<file path="src/rtl/param_sync_fifo_if.sv">
// Producer/consumer-side bundle of the parametrised single-clock FIFO.
// master = stage driving wr/rd/din, slave = the FIFO itself.
interface param_sync_fifo_if #(
    parameter int DATA_W = 8,
    parameter int DEPTH  = 16
);
    localparam int CW = $clog2(DEPTH) + 1;

    logic              wr;
    logic              rd;
    logic [DATA_W-1:0] din;
    logic [DATA_W-1:0] dout;
    logic              empty;
    logic              full;
    logic              almost_empty;
    logic              almost_full;
    logic [CW-1:0]     count;
    logic              overflow;
    logic              underflow;

    modport master (
        output wr, rd, din,
        input  dout, empty, full, almost_empty, almost_full, count, overflow, underflow
    );

    modport slave (
        input  wr, rd, din,
        output dout, empty, full, almost_empty, almost_full, count, overflow, underflow
    );
endinterface

</file>
<file path="src/rtl/param_sync_fifo.sv">
// Parametrised single-clock FIFO with occupancy count, almost flags and overflow/underflow pulses.
// Latency: dout registered 1 cycle after an accepted rd; PARAM_SYNC_FIFO_FWFT_EN makes the head combinational.
// Backpressure: writes at full are dropped unless a read frees a slot in the same cycle; reads at empty are dropped.
module param_sync_fifo #(
    parameter int DATA_W   = 8,
    parameter int DEPTH    = 16,
    parameter int AF_LEVEL = DEPTH - 2,
    parameter int AE_LEVEL = 2
) (
    input  logic             clk,
    input  logic             rst,
    param_sync_fifo_if.slave bus
);
    localparam int AW = $clog2(DEPTH);
    localparam int CW = AW + 1;

    localparam logic [CW-1:0] CNT_MAX = CW'(DEPTH);
    localparam logic [CW-1:0] AF_CNT  = CW'(AF_LEVEL);
    localparam logic [CW-1:0] AE_CNT  = CW'(AE_LEVEL);

    logic [DATA_W-1:0] mem [DEPTH];
    logic [AW-1:0]     wr_ptr;
    logic [AW-1:0]     rd_ptr;
    logic [CW-1:0]     cnt;
    logic [CW-1:0]     cnt_nxt;
    logic              empty_q;
    logic              full_q;
    logic              ae_q;
    logic              af_q;
    logic              ovf_q;
    logic              udf_q;
    logic              wr_ok;
    logic              rd_ok;

    // A read in the same cycle frees the slot a write at full needs.
    assign wr_ok = bus.wr & (~full_q | bus.rd);
    assign rd_ok = bus.rd & ~empty_q;

    always_comb begin
        cnt_nxt = cnt;
        if (wr_ok && !rd_ok) begin
            cnt_nxt = cnt + CW'(1);
        end else if (rd_ok && !wr_ok) begin
            cnt_nxt = cnt - CW'(1);
        end
    end

    always_ff @(posedge clk) begin
        if (wr_ok) begin
            mem[wr_ptr] <= bus.din;
        end
    end

    // Flags are computed from cnt_nxt so they line up with the registered count.
    always_ff @(posedge clk or negedge rst) begin
        if (!rst) begin
            wr_ptr  <= '0;
            rd_ptr  <= '0;
            cnt     <= '0;
            empty_q <= 1'b1;
            full_q  <= 1'b0;
            ae_q    <= 1'b1;
            af_q    <= 1'b0;
            ovf_q   <= 1'b0;
            udf_q   <= 1'b0;
        end else begin
            if (wr_ok) begin
                wr_ptr <= wr_ptr + AW'(1);
            end
            if (rd_ok) begin
                rd_ptr <= rd_ptr + AW'(1);
            end
            cnt     <= cnt_nxt;
            empty_q <= (cnt_nxt == '0);
            full_q  <= (cnt_nxt == CNT_MAX);
            ae_q    <= (cnt_nxt <= AE_CNT);
            af_q    <= (cnt_nxt >= AF_CNT);
            ovf_q   <= bus.wr & full_q & ~bus.rd;
            udf_q   <= bus.rd & empty_q;
        end
    end

`ifdef PARAM_SYNC_FIFO_FWFT_EN
    assign bus.dout = empty_q ? '0 : mem[rd_ptr];
`else
    logic [DATA_W-1:0] dout_q;

    always_ff @(posedge clk or negedge rst) begin
        if (!rst) begin
            dout_q <= '0;
        end else if (rd_ok) begin
            dout_q <= mem[rd_ptr];
        end
    end

    assign bus.dout = dout_q;
`endif

    assign bus.count        = cnt;
    assign bus.empty        = empty_q;
    assign bus.full         = full_q;
    assign bus.almost_empty = ae_q;
    assign bus.almost_full  = af_q;
    assign bus.overflow     = ovf_q;
    assign bus.underflow    = udf_q;

    a_cnt_range : assert property (@(posedge clk) disable iff (!rst) cnt <= CNT_MAX);
    a_empty_consistent : assert property (@(posedge clk) disable iff (!rst) empty_q == (cnt == '0));
    a_full_consistent : assert property (@(posedge clk) disable iff (!rst) full_q == (cnt == CNT_MAX));
endmodule

</file>
<file path="src/flat_wrapper.sv">
// flat-port wrapper written by rule: the top's interface ports become plain ports
module param_sync_fifo_flat 
#(
    parameter int DATA_W   = 8,
    parameter int DEPTH    = 16,
    parameter int AF_LEVEL = DEPTH - 2,
    parameter int AE_LEVEL = 2
)
  (clk, rst, bus_wr, bus_rd, bus_din, bus_dout, bus_empty, bus_full, bus_almost_empty, bus_almost_full, bus_count, bus_overflow, bus_underflow);
  param_sync_fifo_if #(.DATA_W(DATA_W), .DEPTH(DEPTH)) bus_i ();
  input  logic clk;
  input  logic rst;
  input wire logic [$bits(bus_i.wr)-1:0] bus_wr;
  input wire logic [$bits(bus_i.rd)-1:0] bus_rd;
  input wire logic [$bits(bus_i.din)-1:0] bus_din;
  output wire logic [$bits(bus_i.dout)-1:0] bus_dout;
  output wire logic [$bits(bus_i.empty)-1:0] bus_empty;
  output wire logic [$bits(bus_i.full)-1:0] bus_full;
  output wire logic [$bits(bus_i.almost_empty)-1:0] bus_almost_empty;
  output wire logic [$bits(bus_i.almost_full)-1:0] bus_almost_full;
  output wire logic [$bits(bus_i.count)-1:0] bus_count;
  output wire logic [$bits(bus_i.overflow)-1:0] bus_overflow;
  output wire logic [$bits(bus_i.underflow)-1:0] bus_underflow;
  assign bus_i.wr = bus_wr;
  assign bus_i.rd = bus_rd;
  assign bus_i.din = bus_din;
  assign bus_dout = bus_i.dout;
  assign bus_empty = bus_i.empty;
  assign bus_full = bus_i.full;
  assign bus_almost_empty = bus_i.almost_empty;
  assign bus_almost_full = bus_i.almost_full;
  assign bus_count = bus_i.count;
  assign bus_overflow = bus_i.overflow;
  assign bus_underflow = bus_i.underflow;
  param_sync_fifo #(.DATA_W(DATA_W), .DEPTH(DEPTH), .AF_LEVEL(AF_LEVEL), .AE_LEVEL(AE_LEVEL)) u_core (.clk(clk), .rst(rst), .bus(bus_i));
endmodule
</file>
<file path="config.mk">
export PLATFORM = sky130hd
export DESIGN_NAME = param_sync_fifo_flat
export DESIGN_NICKNAME = d
export VERILOG_FILES = /design/src/rtl/param_sync_fifo_if.sv /design/src/rtl/param_sync_fifo.sv /design/src/flat_wrapper.sv
export SDC_FILE = /design/constraint.sdc
export NUM_CORES = 1
export LEC_CHECK = 0
export CAP_MARGIN = 20
export CORE_MARGIN = 1.5
export CORE_UTILIZATION = 35
export DETAILED_ROUTE_END_ITERATION = 12
export MAX_ROUTING_LAYER = met4
export PLACE_DENSITY = 0.61
export SLEW_MARGIN = 20
export SYNTH_ARGS = -nofsm -noshare
export SYNTH_HDL_FRONTEND = slang
export SYNTH_SLANG_ARGS = --single-unit
</file>
<file path="constraint.sdc">
create_clock -name clk -period 2.27 [get_ports clk]
set_clock_uncertainty 0.1 [all_clocks]
set_input_delay 0.3405 -clock clk [delete_from_list [all_inputs] [get_ports clk]]
set_output_delay 0.3405 -clock clk [all_outputs]
set_load 0.02 [all_outputs]
</file>
### Yosys cells after proc, flatten, opt, wreduce, memory -nomap -nowiden

Memories as Yosys holds them, arrays and structs flattened. A register that Yosys moved wholly into a read port is not among the register bits.
Cells that the tools add are included.

| storage, ports and cells | value |
|---|---|
| flip-flop bits (word level) | 19 |
| RAM bits | 128 |
| input port bits | 12 |
| output and inout port bits | 19 |
| word-level logic and storage cells | 36 |
| memories kept | 1 |

Memories:

| name | depth | width | rd ports | clocked after memory_dff | write ports | RTL line | text |
|---|---|---|---|---|---|---|---|
| u_core.mem | 16 | 8 | 1 | 1 | 1 | param_sync_fifo.sv:21 | `logic [DATA_W-1:0] mem [DEPTH];` |

| operators by class | value |
|---|---|
| $add $sub $neg | 4 |
| magnitude comparators | 2 |
| eq/ne operators | 1 |
| multiplexer cells | 4 |
| bitwise operators | 9 |
| reductions and logical operators | 6 |

Operators by type and width:

| kind | number |
|---|---|
| 5-bit 2-to-1 mux | 2 |
| 4-bit by 1-bit adder with 4-bit output (second input constant) | 2 |
| 5-bit by 1-bit adder with 5-bit output (second input constant) | 1 |
| 1-bit AND | 5 |
| 5-bit equality test (second input constant) | 1 |
| 5-bit by 4-bit >= comparator with 1-bit output (second input constant) | 1 |
| 5-bit by 2-bit <= comparator with 1-bit output (second input constant) | 1 |
| 5-bit logical NOT | 1 |
| 5-bit by 1-bit subtractor with 5-bit output (second input constant) | 1 |
| 1-bit logical NOT | 3 |
| 1-bit inverter | 3 |
| 1-bit logical AND | 2 |
| 1-bit 2-to-1 mux | 2 |
| 1-bit OR | 1 |

### Logic depth before layout (Yosys ltp)

| logic depth | value |
|---|---|
| depth after elaboration | 8 |
| depth in mapped cells | 6 |

### Worst setup path after synthesis

Ideal clock, no wire load.

| timing path | value |
|---|---|
| path type | reg-to-reg |
| start point | register u_core.wr_ptr[0] |
| end point | memory u_core.mem[2][0] (enable) |
| data arrival time | 1.634 ns |
| data required time | 1.775 ns |
| setup slack | 0.142 ns |
| stages on the path, launching flop included | 5 |
| buffers on the path | 0 |
| clock period less this slack | 2.128 ns |
| path through | dfrtp_1 > inv_1 > ha_1 > inv_1 > nor4_1 |

RTL lines:

| item | RTL line | text |
|---|---|---|
| start: declaration | param_sync_fifo.sv:22 | `logic [AW-1:0] wr_ptr;` |
| start signal: assignment | param_sync_fifo.sv:68 | `wr_ptr <= wr_ptr + AW'(1);` |
| end: declaration | param_sync_fifo.sv:21 |  |

Straight into the memory's write port.

==> summary.txt <==
Final layout
  – Fill cells: 1,596
  – Post-Layout Cell Count: 703
  – Layout cell share with drive strength beyond 1: 21.94%
  – Nets: 480
  – Post-Route Utilization: 43.60%
  – Ant. Diodes: 0
  – Design area: 7805 sq um
  – Area grow syn2layout: 22.22%

Global route
  – Met3 Use GR: 3.152%
  – Global route overflow: 0
  – GR peak layer: met2
  – Vias in the first global route: 3,591
  – First-pass GRT wire length: 20.99 mm
  – GRT Overall Usage: 15.37%
  – Antenna violations before repair: 0
  – Met1 usage: 19.51%
  – Met2 Use GR: 23.85%
  – Largest net degree at the start of global routing: 29

Yosys
  – Most common cell in the netlist: edfxtp_1
  – Cells after Synth: 398
  – Main area contributors after synthesis: edfxtp_1, dfrtp_1, mux2i_1, mux2_2, o22ai_1
  – Synth Flop Type: edfxtp_1
  – Area share of the largest cell type after synthesis: 60.19%
  – Synth unique cells: 46
  – Synthesized net count: 417
  – Mapped Area: 6386 sq um
  – Cell taking the most area after synthesis: edfxtp_1
  – Syn avg cell area: 16.05 sq um
  – Async SR Flop Fraction: 17.42%
  – EDFF count, synth: 128
  – Synth Register Bits: 155
  – Synth top cells by count: edfxtp_1, mux2i_1, dfrtp_1, mux2_2, o22ai_1
  – Register area share after synthesis: 70.81%
  – Warnings from Yosys: 0

Placement
  – Placer Congestion: 0.8155
  – Setup WS pre-CTS: -50.59 ps
  – Number of port buffers: 30
  – HPWL after DPL: 8.981 mm
  – Cell Area, Placed: 7208 sq um
  – Inst Count DP: 671

STA
  – Worst setup margin: 104.4 ps
  – Final count of pins violating max slew: 0
  – Max-slew headroom: 48.14%
  – Final setup vio count: 0
  – Final hold vios: 0
  – Max Fclk: 0.4618 GHz
  – Final Hold Slack: 192.4 ps
  – Fin crit share: 95.40%
  – RSZ-0062 raised after global routing: no
  – Setup TNS: 0 ps
  – Worst-margin pin slew: 775.5 ps
  – Min Tclk post-route: 2166 ps

Clock network
  – Clock Sinks: 155
  – Worst skew pair latency: 430 ps
  – Clock H-tree levels: 4
  – CTS tree: built
  – Num CTS Buffers: 17
  – CTS clk-pin slew, worst paths: 60 ps
  – Post-CTS setup buffers: 0
  – Hold Buf Count CTS: 0
  – Bufs on Longest Clock Path: 2
  – Clock tree root driver cell: clkbuf_16

Floorplan
  – Core area: 17,900 sq um
  – Row count: 49
  – DIE AREA: 19,070 sq um
  – Die Wd: 138.1 um
  – I/O pin total: 31
  – Initial Util: 35.67%
  – Die height: 138.1 um

Critical path
  – CP startpoint kind: flip-flop
  – Crit. End Element: flip-flop
  – Maximum fanout along the worst path: 26
  – WS Path Type: reg2reg
  – CP required: 2470 ps
  – CP peak stage delay: 650 ps
  – CP max stage cell: dfrtp_4
  – Cell Chain, Critical Path: mux2_2 > a222oi_1 > o2111ai_1 > o21ai_0 > a21oi_1
  – Arr. time, crit path: 2360 ps

Drt
  – 1st-iter DRT viols: 338
  – Routed vias: 3,579
  – Drt drc: 0
  – DRT Pass-1 Iters: 7
  – Mean number of vias per cell: 5.091
  – Total Wirelength: 13.74 mm
  – Routed wire length per instance: 19.54 um
  – Post-route ant nets: 0

Job
  – Max-Cap Viols: 0

Power and ir drop
  – Pwr Density: 1244 nW/um^2
  – Peak supply drop: 0.6449 mV
  – Final Power: 9.707 mW
  – LEAKAGE: 2.780 nW

Hold path
  – Worst Hold Class: in2async

Status
  – Status: finished, final reports clean
## registers in the layout, indices dropped and copies added (netlist names)
signal / cells
u_core.bus.underflow: 1
u_core.bus.overflow: 1
u_core.bus.almost_full: 1
u_core.bus.empty: 1
u_core.bus.dout: 8
u_core.bus.almost_empty: 1
u_core.wr_ptr: 4
u_core.bus.full: 1
u_core.mem: 128
u_core.rd_ptr: 4
u_core.bus.count: 5
## report_power, final
group	internal, mW	switching, mW
registers	3.53	0.466
logic	1.35	1.57
clock network	1.71	1.07
total	6.59	3.11
## placed cells by master, fill, tap and decap left out, types with 2 or more instances in the layout
cell type | synthesis | final
nand4_1 | 2 | 2
clkinv_2 | 0 | 3
o22ai_1 | 17 | 17
o21ai_0 | 7 | 7
nand2b_1 | 3 | 3
o211ai_1 | 3 | 3
clkinv_1 | 0 | 2
inv_1 | 13 | 13
bufinv_16 | 0 | 3
buf_6 | 1 | 2
clkbuf_1 | 9 | 2
or2_2 | 3 | 3
buf_12 | 0 | 6
clkinvlp_4 | 0 | 4
nand3_1 | 3 | 3
o2111ai_1 | 9 | 9
edfxtp_1 | 128 | 128
mux2_2 | 25 | 25
a222oi_1 | 8 | 8
clkdlybuf4s50_1 | 0 | 30
mux2i_1 | 40 | 40
a21oi_1 | 11 | 11
nor2_1 | 10 | 10
nand2_1 | 9 | 9
dfstp_2 | 2 | 2
o21ai_1 | 2 | 2
clkbuf_16 | 0 | 17
nor2b_1 | 3 | 2
nor4b_4 | 2 | 2
nor4_1 | 5 | 5
nor3_1 | 9 | 8
xnor2_1 | 5 | 5
ha_1 | 7 | 7
dfrtp_1 | 25 | 24
buf_4 | 5 | 28
and2_1 | 10 | 10
## kinds of logic after synthesis
group                      share of synthesized area, %
AOI/OAI and AO/OA                                 7.230
xor gates and xnor gates                          1.254
adders and majority gates                         1.371
buffers and inverters                             2.586
DFF                                               70.81
muxes                                             10.68
and+or+nand+nor                                   6.074
## final cells by class
cell class | count | area (sq um) | area share [%]
sequential | 155 | 4526 | 57.98
multi-input combinational | 208 | 1707 | 21.87
timing repair buffer | 66 | 653.1 | 8.368
clock buffer | 19 | 432.9 | 5.547
tap | 229 | 286.5 | 3.671
clock inverter | 13 | 151.4 | 1.940
inverter | 13 | 48.80 | 0.6252
## worst paths after layout
check                           depth (start not counted)  slack (ps)          startpoint                 endpoint
worst min-delay path                                    2         190                 rst      u_core.bus.overflow
worst max-delay path                                    5         100    u_core.rd_ptr[0]       u_core.bus.dout[4]
max in group asynchronous                               2        1570                 rst  u_core.bus.almost_empty
worst min register to register                          2         490  u_core.bus.dout[7]       u_core.bus.dout[7]
min in group clk                                        2         490  u_core.bus.dout[7]       u_core.bus.dout[7]
worst max register to register                          5         100    u_core.rd_ptr[0]       u_core.bus.dout[4]
## repair_timing
item	in CTS	in global routing
setup endpoints to repair	1	1
pin swaps	0	0
resized for setup	2	1
## worst max-delay path: cells and delay by family (launching register included)
| family | cells | cell delay (ps) |
|---|---|---|
| flops | 1 | 650 |
| mux | 1 | 390 |
| compound gates | 4 | 880 |
## routing by layer
layer,vias up,wire (um)
met1,1782,6168
met5,-,0
li1,1670,-
met2,104,6719
met3,23,524
met4,0,323
No activity file was read; power rests on OpenSTA's default activity.
